--- src/rtl/divisible_by_n_stream.sv ---
// Serial divisibility detector.
// Accepts a binary number one bit per valid cycle, MSB-first or LSB-first
// (chosen at clear), and after every accepted bit reports the running
// remainder modulo DIVISOR plus a divisible flag. Only shifts, adds and a
// single conditional subtract are used; there is no divider.
module divisible_by_n_stream #(
  parameter int DIVISOR   = 3,
  parameter int CNT_WIDTH = 16,
  localparam int REM_W    = (DIVISOR > 2) ? $clog2(DIVISOR) : 1
) (
  input  logic                 clk,
  input  logic                 reset,
  input  logic                 clear,
  input  logic                 mode,
  input  logic                 din_valid,
  input  logic                 din,
  output logic                 dout_valid,
  output logic                 dout,
  output logic [REM_W-1:0]     rem,
  output logic [CNT_WIDTH-1:0] bit_count
);

  // Controller states: IDLE until the first bit of a number arrives.
  localparam logic [0:0] IDLE  = 1'b0;
  localparam logic [0:0] ACCUM = 1'b1;

  localparam logic [REM_W:0]     DIV_C       = (REM_W + 1)'(DIVISOR);
  localparam logic [REM_W-1:0]   WEIGHT_INIT = REM_W'(1);
  localparam logic [REM_W-1:0]   REM_ZERO    = {REM_W{1'b0}};
  localparam logic [CNT_WIDTH-1:0] CNT_MAX   = {CNT_WIDTH{1'b1}};
  localparam logic [CNT_WIDTH-1:0] CNT_ONE   = CNT_WIDTH'(1);
  localparam logic [CNT_WIDTH-1:0] CNT_ZERO  = {CNT_WIDTH{1'b0}};

  generate
    if (DIVISOR < 2 || DIVISOR > 256) begin : g_bad_divisor
      $error("divisible_by_n_stream: DIVISOR must lie in 2..256");
    end
  endgenerate

  // Reduce a value known to be below 2*DIVISOR into 0..DIVISOR-1.
  function automatic logic [REM_W-1:0] fold(input logic [REM_W:0] t);
    return (t >= DIV_C) ? REM_W'(t - DIV_C) : REM_W'(t);
  endfunction

  logic [0:0]           state_r;
  logic [REM_W-1:0]     rem_r;
  logic [REM_W-1:0]     weight_r;
  logic                 mode_r;
  logic [CNT_WIDTH-1:0] cnt_r;
  logic                 dout_r;
  logic                 dout_valid_r;

  logic [0:0]           state_next_s;
  logic [REM_W-1:0]     base_rem_s;
  logic [REM_W-1:0]     base_weight_s;
  logic [CNT_WIDTH-1:0] base_cnt_s;
  logic                 eff_mode_s;
  logic [REM_W:0]       msb_t_s;
  logic [REM_W:0]       lsb_t_s;
  logic [REM_W-1:0]     rem_next_s;
  logic [REM_W-1:0]     weight_next_s;
  logic [CNT_WIDTH-1:0] cnt_next_s;

  // Operand selection: a clear in the same cycle as a bit starts from the
  // reset state and the freshly sampled mode.
  always_comb begin
    if (clear) begin
      base_rem_s    = REM_ZERO;
      base_weight_s = WEIGHT_INIT;
      base_cnt_s    = CNT_ZERO;
      eff_mode_s    = mode;
    end else begin
      base_rem_s    = rem_r;
      base_weight_s = weight_r;
      base_cnt_s    = cnt_r;
      eff_mode_s    = mode_r;
    end
  end

  // Remainder/weight update. MSB-first shifts the remainder; LSB-first adds
  // the current power-of-two weight and advances the weight.
  always_comb begin
    msb_t_s = {base_rem_s, din};
    lsb_t_s = {1'b0, base_rem_s} + (din ? {1'b0, base_weight_s} : {(REM_W + 1){1'b0}});
    if (eff_mode_s) begin
      rem_next_s    = fold(lsb_t_s);
      weight_next_s = fold({base_weight_s, 1'b0});
    end else begin
      rem_next_s    = fold(msb_t_s);
      weight_next_s = base_weight_s;
    end
    if (base_cnt_s == CNT_MAX) begin
      cnt_next_s = base_cnt_s;
    end else begin
      cnt_next_s = base_cnt_s + CNT_ONE;
    end
  end

  // Controller next state: any accepted bit enters ACCUM; clear alone returns to IDLE.
  always_comb begin
    case (state_r)
      IDLE: begin
        if (din_valid) begin
          state_next_s = ACCUM;
        end else begin
          state_next_s = IDLE;
        end
      end
      ACCUM: begin
        if (din_valid) begin
          state_next_s = ACCUM;
        end else if (clear) begin
          state_next_s = IDLE;
        end else begin
          state_next_s = ACCUM;
        end
      end
      default: state_next_s = IDLE;
    endcase
  end

  // State registers: reset dominates, then accepted bit, then a bare clear.
  always_ff @(posedge clk) begin
    if (reset) begin
      state_r      <= IDLE;
      rem_r        <= REM_ZERO;
      weight_r     <= WEIGHT_INIT;
      mode_r       <= 1'b0;
      cnt_r        <= CNT_ZERO;
      dout_r       <= 1'b0;
      dout_valid_r <= 1'b0;
    end else begin
      state_r      <= state_next_s;
      dout_valid_r <= din_valid;
      if (din_valid) begin
        rem_r    <= rem_next_s;
        weight_r <= weight_next_s;
        cnt_r    <= cnt_next_s;
        mode_r   <= eff_mode_s;
        dout_r   <= (rem_next_s == REM_ZERO);
      end else if (clear) begin
        rem_r    <= REM_ZERO;
        weight_r <= WEIGHT_INIT;
        cnt_r    <= CNT_ZERO;
        mode_r   <= mode;
        dout_r   <= 1'b0;
      end
    end
  end

  assign dout_valid = dout_valid_r;
  assign dout       = dout_r;
  assign rem        = rem_r;
  assign bit_count  = cnt_r;

endmodule

--- config.mk ---
export PLATFORM = sky130hd
export DESIGN_NAME = divisible_by_n_stream
export DESIGN_NICKNAME = d
export VERILOG_FILES = /design/src/rtl/divisible_by_n_stream.sv
export SDC_FILE = /design/constraint.sdc
export NUM_CORES = 1
export LEC_CHECK = 0
export ABC_AREA = 1
export BUFFER_PORTS_ARGS = -buffer_cell sky130_fd_sc_hd__buf_4
export CORE_UTILIZATION = 40
export DETAILED_ROUTE_END_ITERATION = 8
export GPL_ROUTABILITY_DRIVEN = 0
export SYNTH_ARGS = -nofsm -noshare
export SYNTH_HDL_FRONTEND = slang
export SYNTH_SLANG_ARGS = --single-unit
--- constraint.sdc ---
create_clock -name clk -period 2.5 [get_ports clk]
set_input_delay 0.5 -clock clk [delete_from_list [all_inputs] [get_ports clk]]
set_output_delay 0.5 -clock clk [all_outputs]
set_load 0.01 [all_outputs]
Yosys cells after proc, flatten, opt, wreduce, memory -nomap -nowiden --
Index checks and enable logic that the tools add are counted.
Word-level totals: memory bits (read-only) 0, memory bits (writable) 0, flip-flop bits (word level) 23, logic and storage cells 33, memories kept 0, bits of input ports 6, output and inout port bits 20, bits in latches 0
Operators by class: bitwise logic cells 0, reductions and logical operators 2, shifts and indexed selects 0, divide/modulo/power cells 0, magnitude comparators 3, multiplexer cells 16, equality and inequality tests 1, add/sub/neg operators 5, $mul 0
Operator list (count):
- 16-bit two-way mux | 3
- 2-bit two-way mux | 10
- 16-bit by 1-bit adder with 16-bit output (second input constant) | 1
- 16-bit equality test (second input constant) | 1
- 3-bit by 2-bit >= comparator with 1-bit output (second input constant) | 3
- 2-bit subtractor (second input constant) | 3
- 2-bit by 2-bit adder with 3-bit output | 1
- 1-bit two-way mux | 3
- 2-bit zero test | 1
- 2-bit nonzero test | 1

Logic depth before layout (Yosys ltp) --
depth after elaboration 8, depth in mapped cells 16, mapped depth without buffers 14

Worst setup path before layout --
OpenSTA, ideal clock, no wires.
path type in2reg, start point input clear, end point register rem_r[1] (netlist: rem[1]), path buffers 2, required time 2384 ps, stages 15, setup time 116 ps, arrival time 2326 ps, slack 57 ps, path through inv_2 buf_6 buf_2 nand2_1 nor2_1 fa_1 ha_1 nor2_1 nand2_1 nand2_1 a21oi_1 a21oi_1 nand2_1 o211ai_1 inv_1
On the way: longest elaborated chain between the ends 7, elaborated cells on any way between the ends 13, those cells by class add/sub (3); order compare (2); mux (8)
RTL lines:
- start, declared | RTL line 13 | input logic clear,
- 2-bit two-way mux | RTL line 67 | if (clear) begin
- 2-bit two-way mux | RTL line 84 | lsb_t_s = {1'b0, base_rem_s} + (din ? {1'b0, base_weight_s} : {(REM_W + 1){1'b0}});
- 2-bit by 2-bit adder with 3-bit output | RTL line 84
- 3-bit by 2-bit >= comparator with 1-bit output / 2-bit subtractor (equally long branches) | RTL line 42 | return (t >= DIV_C) ? REM_W'(t - DIV_C) : REM_W'(t);
- 2-bit two-way mux | RTL line 42
- 2-bit two-way mux | RTL line 85 | if (eff_mode_s) begin
- 2-bit two-way mux (*) | RTL line 135 | if (din_valid) begin
- end signal, assigned | RTL line 136 | rem_r <= rem_next_s;
- end, declared | RTL line 46 | logic [REM_W-1:0] rem_r;
Every way passes the cells marked *; elsewhere a longest branch is shown, timed or not. A chain may end at the register's enable or synchronous reset.

Worst setup path after layout --
Same ends and word-level chain as after synthesis.

==> flow_summary.json <==
{
  "fin_nets": 281,
  "numCtsBuffers": 3,
  "setup.worst_path.start_class": "primary input",
  "synthArstFlopShare_pct": 0,
  "fin_crit_ns": 2.22,
  "fin_worst_skew_ns": 0.00596,
  "worst_pin_slew_ns": 0.488,
  "portBuffers": 25,
  "crit_path_start": "clear",
  "tritoncts": "yes",
  "initial_core_util_pct": 41.5,
  "yosys_warnings": 0,
  "cp_slowest_stage_delay_ns": 0.46,
  "die-width_um": 63.7,
  "slew_violations": 0,
  "drv_cap": 0,
  "hold_start": "dout",
  "power_density_nw_per_um2": 400,
  "worstReg2RegStart": "weight_r[0]",
  "avgViaCountPerCell": 4.82,
  "syn_nets": 249,
  "max_freq_ghz": 0.451,
  "hold_viol": 0,
  "ys_seq_area_share_pct": 30.3,
  "dp_cells": 313,
  "die_area_um2": 4050,
  "dp_hpwl_mm": 2.65,
  "ios": 26,
  "clk_latency_ns": 0.27,
  "root_buffer": "clkbuf_8",
  "cp-end-kind": "flip-flop",
  "tns_ns": 0,
  "post-route-drc-count": 0,
  "grt_pass1_vias": 1351,
  "wire_per_inst_um": 11.1,
  "core_area_um2": 3660,
  "ys_ff_latch": 23,
  "wirelength_mm": 3.51,
  "grt_pass1_wl_mm": 5.80,
  "grt_max_degree": 19,
  "synth_edf_count": 0,
  "drtIter0Drc": 66,
  "hold_ws_ns": 0.489,
  "status": "completed",
  "synth.distinct_cells": 28,
  "worst_slack_ns": 0.281,
  "slew_headroom_pct": 67.4,
  "antenna_found_initial": 0,
  "critPathKind": "primary input to flip-flop",
  "area_growth_pct": 21.2,
  "ant_nets": 0,
  "rsz0062_at_grt": "false",
  "htreeDepth": 1,
  "track_usage_pct": 18.3,
  "cpMaxStageDelayCell": "fa_1",
  "setup_violations": 0,
  "cellLeakagePower_uw": 0.000892,
  "n_fill_cell": 388,
  "min_period_over_period_pct": 88.8,
  "post_cts_resized": 0,
  "layout.cells.non_filler": 317,
  "path_cells": "buf_4 -> nor2_1 -> nor2_1 -> ha_1 -> fa_1 -> ha_1 -> nor2_1 -> nand2_1 -> nand2_1 -> a21oi_1 -> a21oi_1 -> nand2_1 -> o211ai_1 -> inv_1",
  "clock-sinks": 23,
  "required_ns": 2.67,
  "rows": 22,
  "synth_flop_cell": "dfxtp_1",
  "dr.pass1.iters": 4,
  "ir_worst_vdd_uv": 168,
  "overflow": 0,
  "crit_buf_inv": 2,
  "die_y_um": 63.7,
  "worst_ep_arrival_time_ns": 2.39,
  "syn_area_um2": 1520,
  "vias": 1527,
  "clk_pin_slew_ns": 0.09,
  "syn-instance-count": 238,
  "cts_max_path_buffers": 2,
  "synth_area_per_cell_um2": 6.39,
  "drive_above_1_share_pct": 20.4,
  "post_cts_buffers": 0,
  "critPathTopFamily": "adder cells",
  "hold_class": "flip-flop to flip-flop",
  "cts-hold-fix-buffers": 0,
  "crit_fanout": 6,
  "antennaDiodeCount": 0,
  "post-place-ws_ns": 0.0126
}
final timing paths:
kind | slack, ns | cells after the start | end
setup / recovery | 0.28 | 14 | rem[1]
hold / removal | 0.49 | 2 | dout
setup reg to reg | 0.34 | 13 | rem[1]
hold reg to reg | 0.49 | 2 | dout
layer usage:
metal	global-route usage, %	up-vias	routed length (um)
met5	0	-	0
met4	7.95	0	53
met3	2.72	5	108
met2	30.2	30	1600
met1	23.3	680	1750
li1	-	812	-
cells in the mapped netlist, types with 2 or more instances:
library cell | number | area share, %
clkbuf_1 | 3 | 0.74
o21ai_0 | 8 | 2.6
ha_1 | 4 | 3.3
nand3_1 | 23 | 7.6
nor2_2 | 7 | 2.9
nand2_1 | 51 | 13
nand3_2 | 5 | 3.3
a21oi_1 | 15 | 4.9
nand2_2 | 3 | 1.2
dfxtp_1 | 23 | 30
inv_1 | 35 | 8.6
xor2_1 | 3 | 1.7
nor3_1 | 2 | 0.66
buf_2 | 3 | 0.99
nor2_1 | 35 | 8.6
o211ai_1 | 2 | 0.99
o21bai_1 | 2 | 0.99
o21ai_1 | 4 | 1.3
power by group:
group	total, uW	switching (uW)	internal [uW]
Clock	247	133	114
Combinational	109	66.0	43.3
Sequential	380	4.94	375
Total	737	204	533
sequential cells by signal, summed over array words and instances, names as in the netlist:
name	count
bit_count	16
dout	1
rem	2
weight_r	2
mode_r	1
dout_valid	1
final cells by class:
cell class              instances  area [um2]  area share [%]
multi-input cells             172         887            48.1
flip-flops and latches         23         460            25.0
repair buffers                 34         255            13.8
well taps                      48        60.1            3.26
clock buffers                   4        45.0            2.44
inverters                      36         135            7.33
through the flow:
stage | instance area [um2] | util, % | power (uW)
after global placement | 1800 | 49.1 | 499
after CTS | 1840 | 50.3 | 742
after global routing | 1840 | 50.3 | 768
after detailed placement | 1800 | 49.1 | 498
after floorplan | 1520 | - | 456
final | 1840 | 50.3 | 737
worst min-delay path: cells and delay by family (launching register included):
kind               cells  cell delay (ns)
and+or+nand+nor        1             0.07
DFF                    1             0.32
AOI/OAI and AO/OA      1             0.06
placed cells by master, fill, tap and decap left out, types with 2 or more instances in the layout:
master    netlist  final
buf_4           0     34
inv_1          35     35
clkbuf_8        0      3
nand3_2         5      5
xor2_1          3      3
o21ai_0         8      8
o21ai_1         4      4
o211ai_1        2      2
nand2_2         3      3
o21bai_1        2      2
nand2_1        51     51
nor3_1          2      2
nand3_1        23     23
nor2_1         35     35
ha_1            4      4
nor2_2          7      7
dfxtp_1        23     23
a21oi_1        15     15
logic make-up (layout without fill, tap and decap cells):
kind of cell | count (synthesis) | in the layout | synth area share, %
buffers and inverters | 43 | 74 | 11.4
DFF | 23 | 23 | 30.3
AOI/OAI and AO/OA | 32 | 32 | 11.4
and+or+nand+nor | 131 | 131 | 40.1
adders and majority gates | 5 | 5 | 4.61
xor gates and xnor gates | 4 | 4 | 2.30
Power figures use the tool's default switching activity.
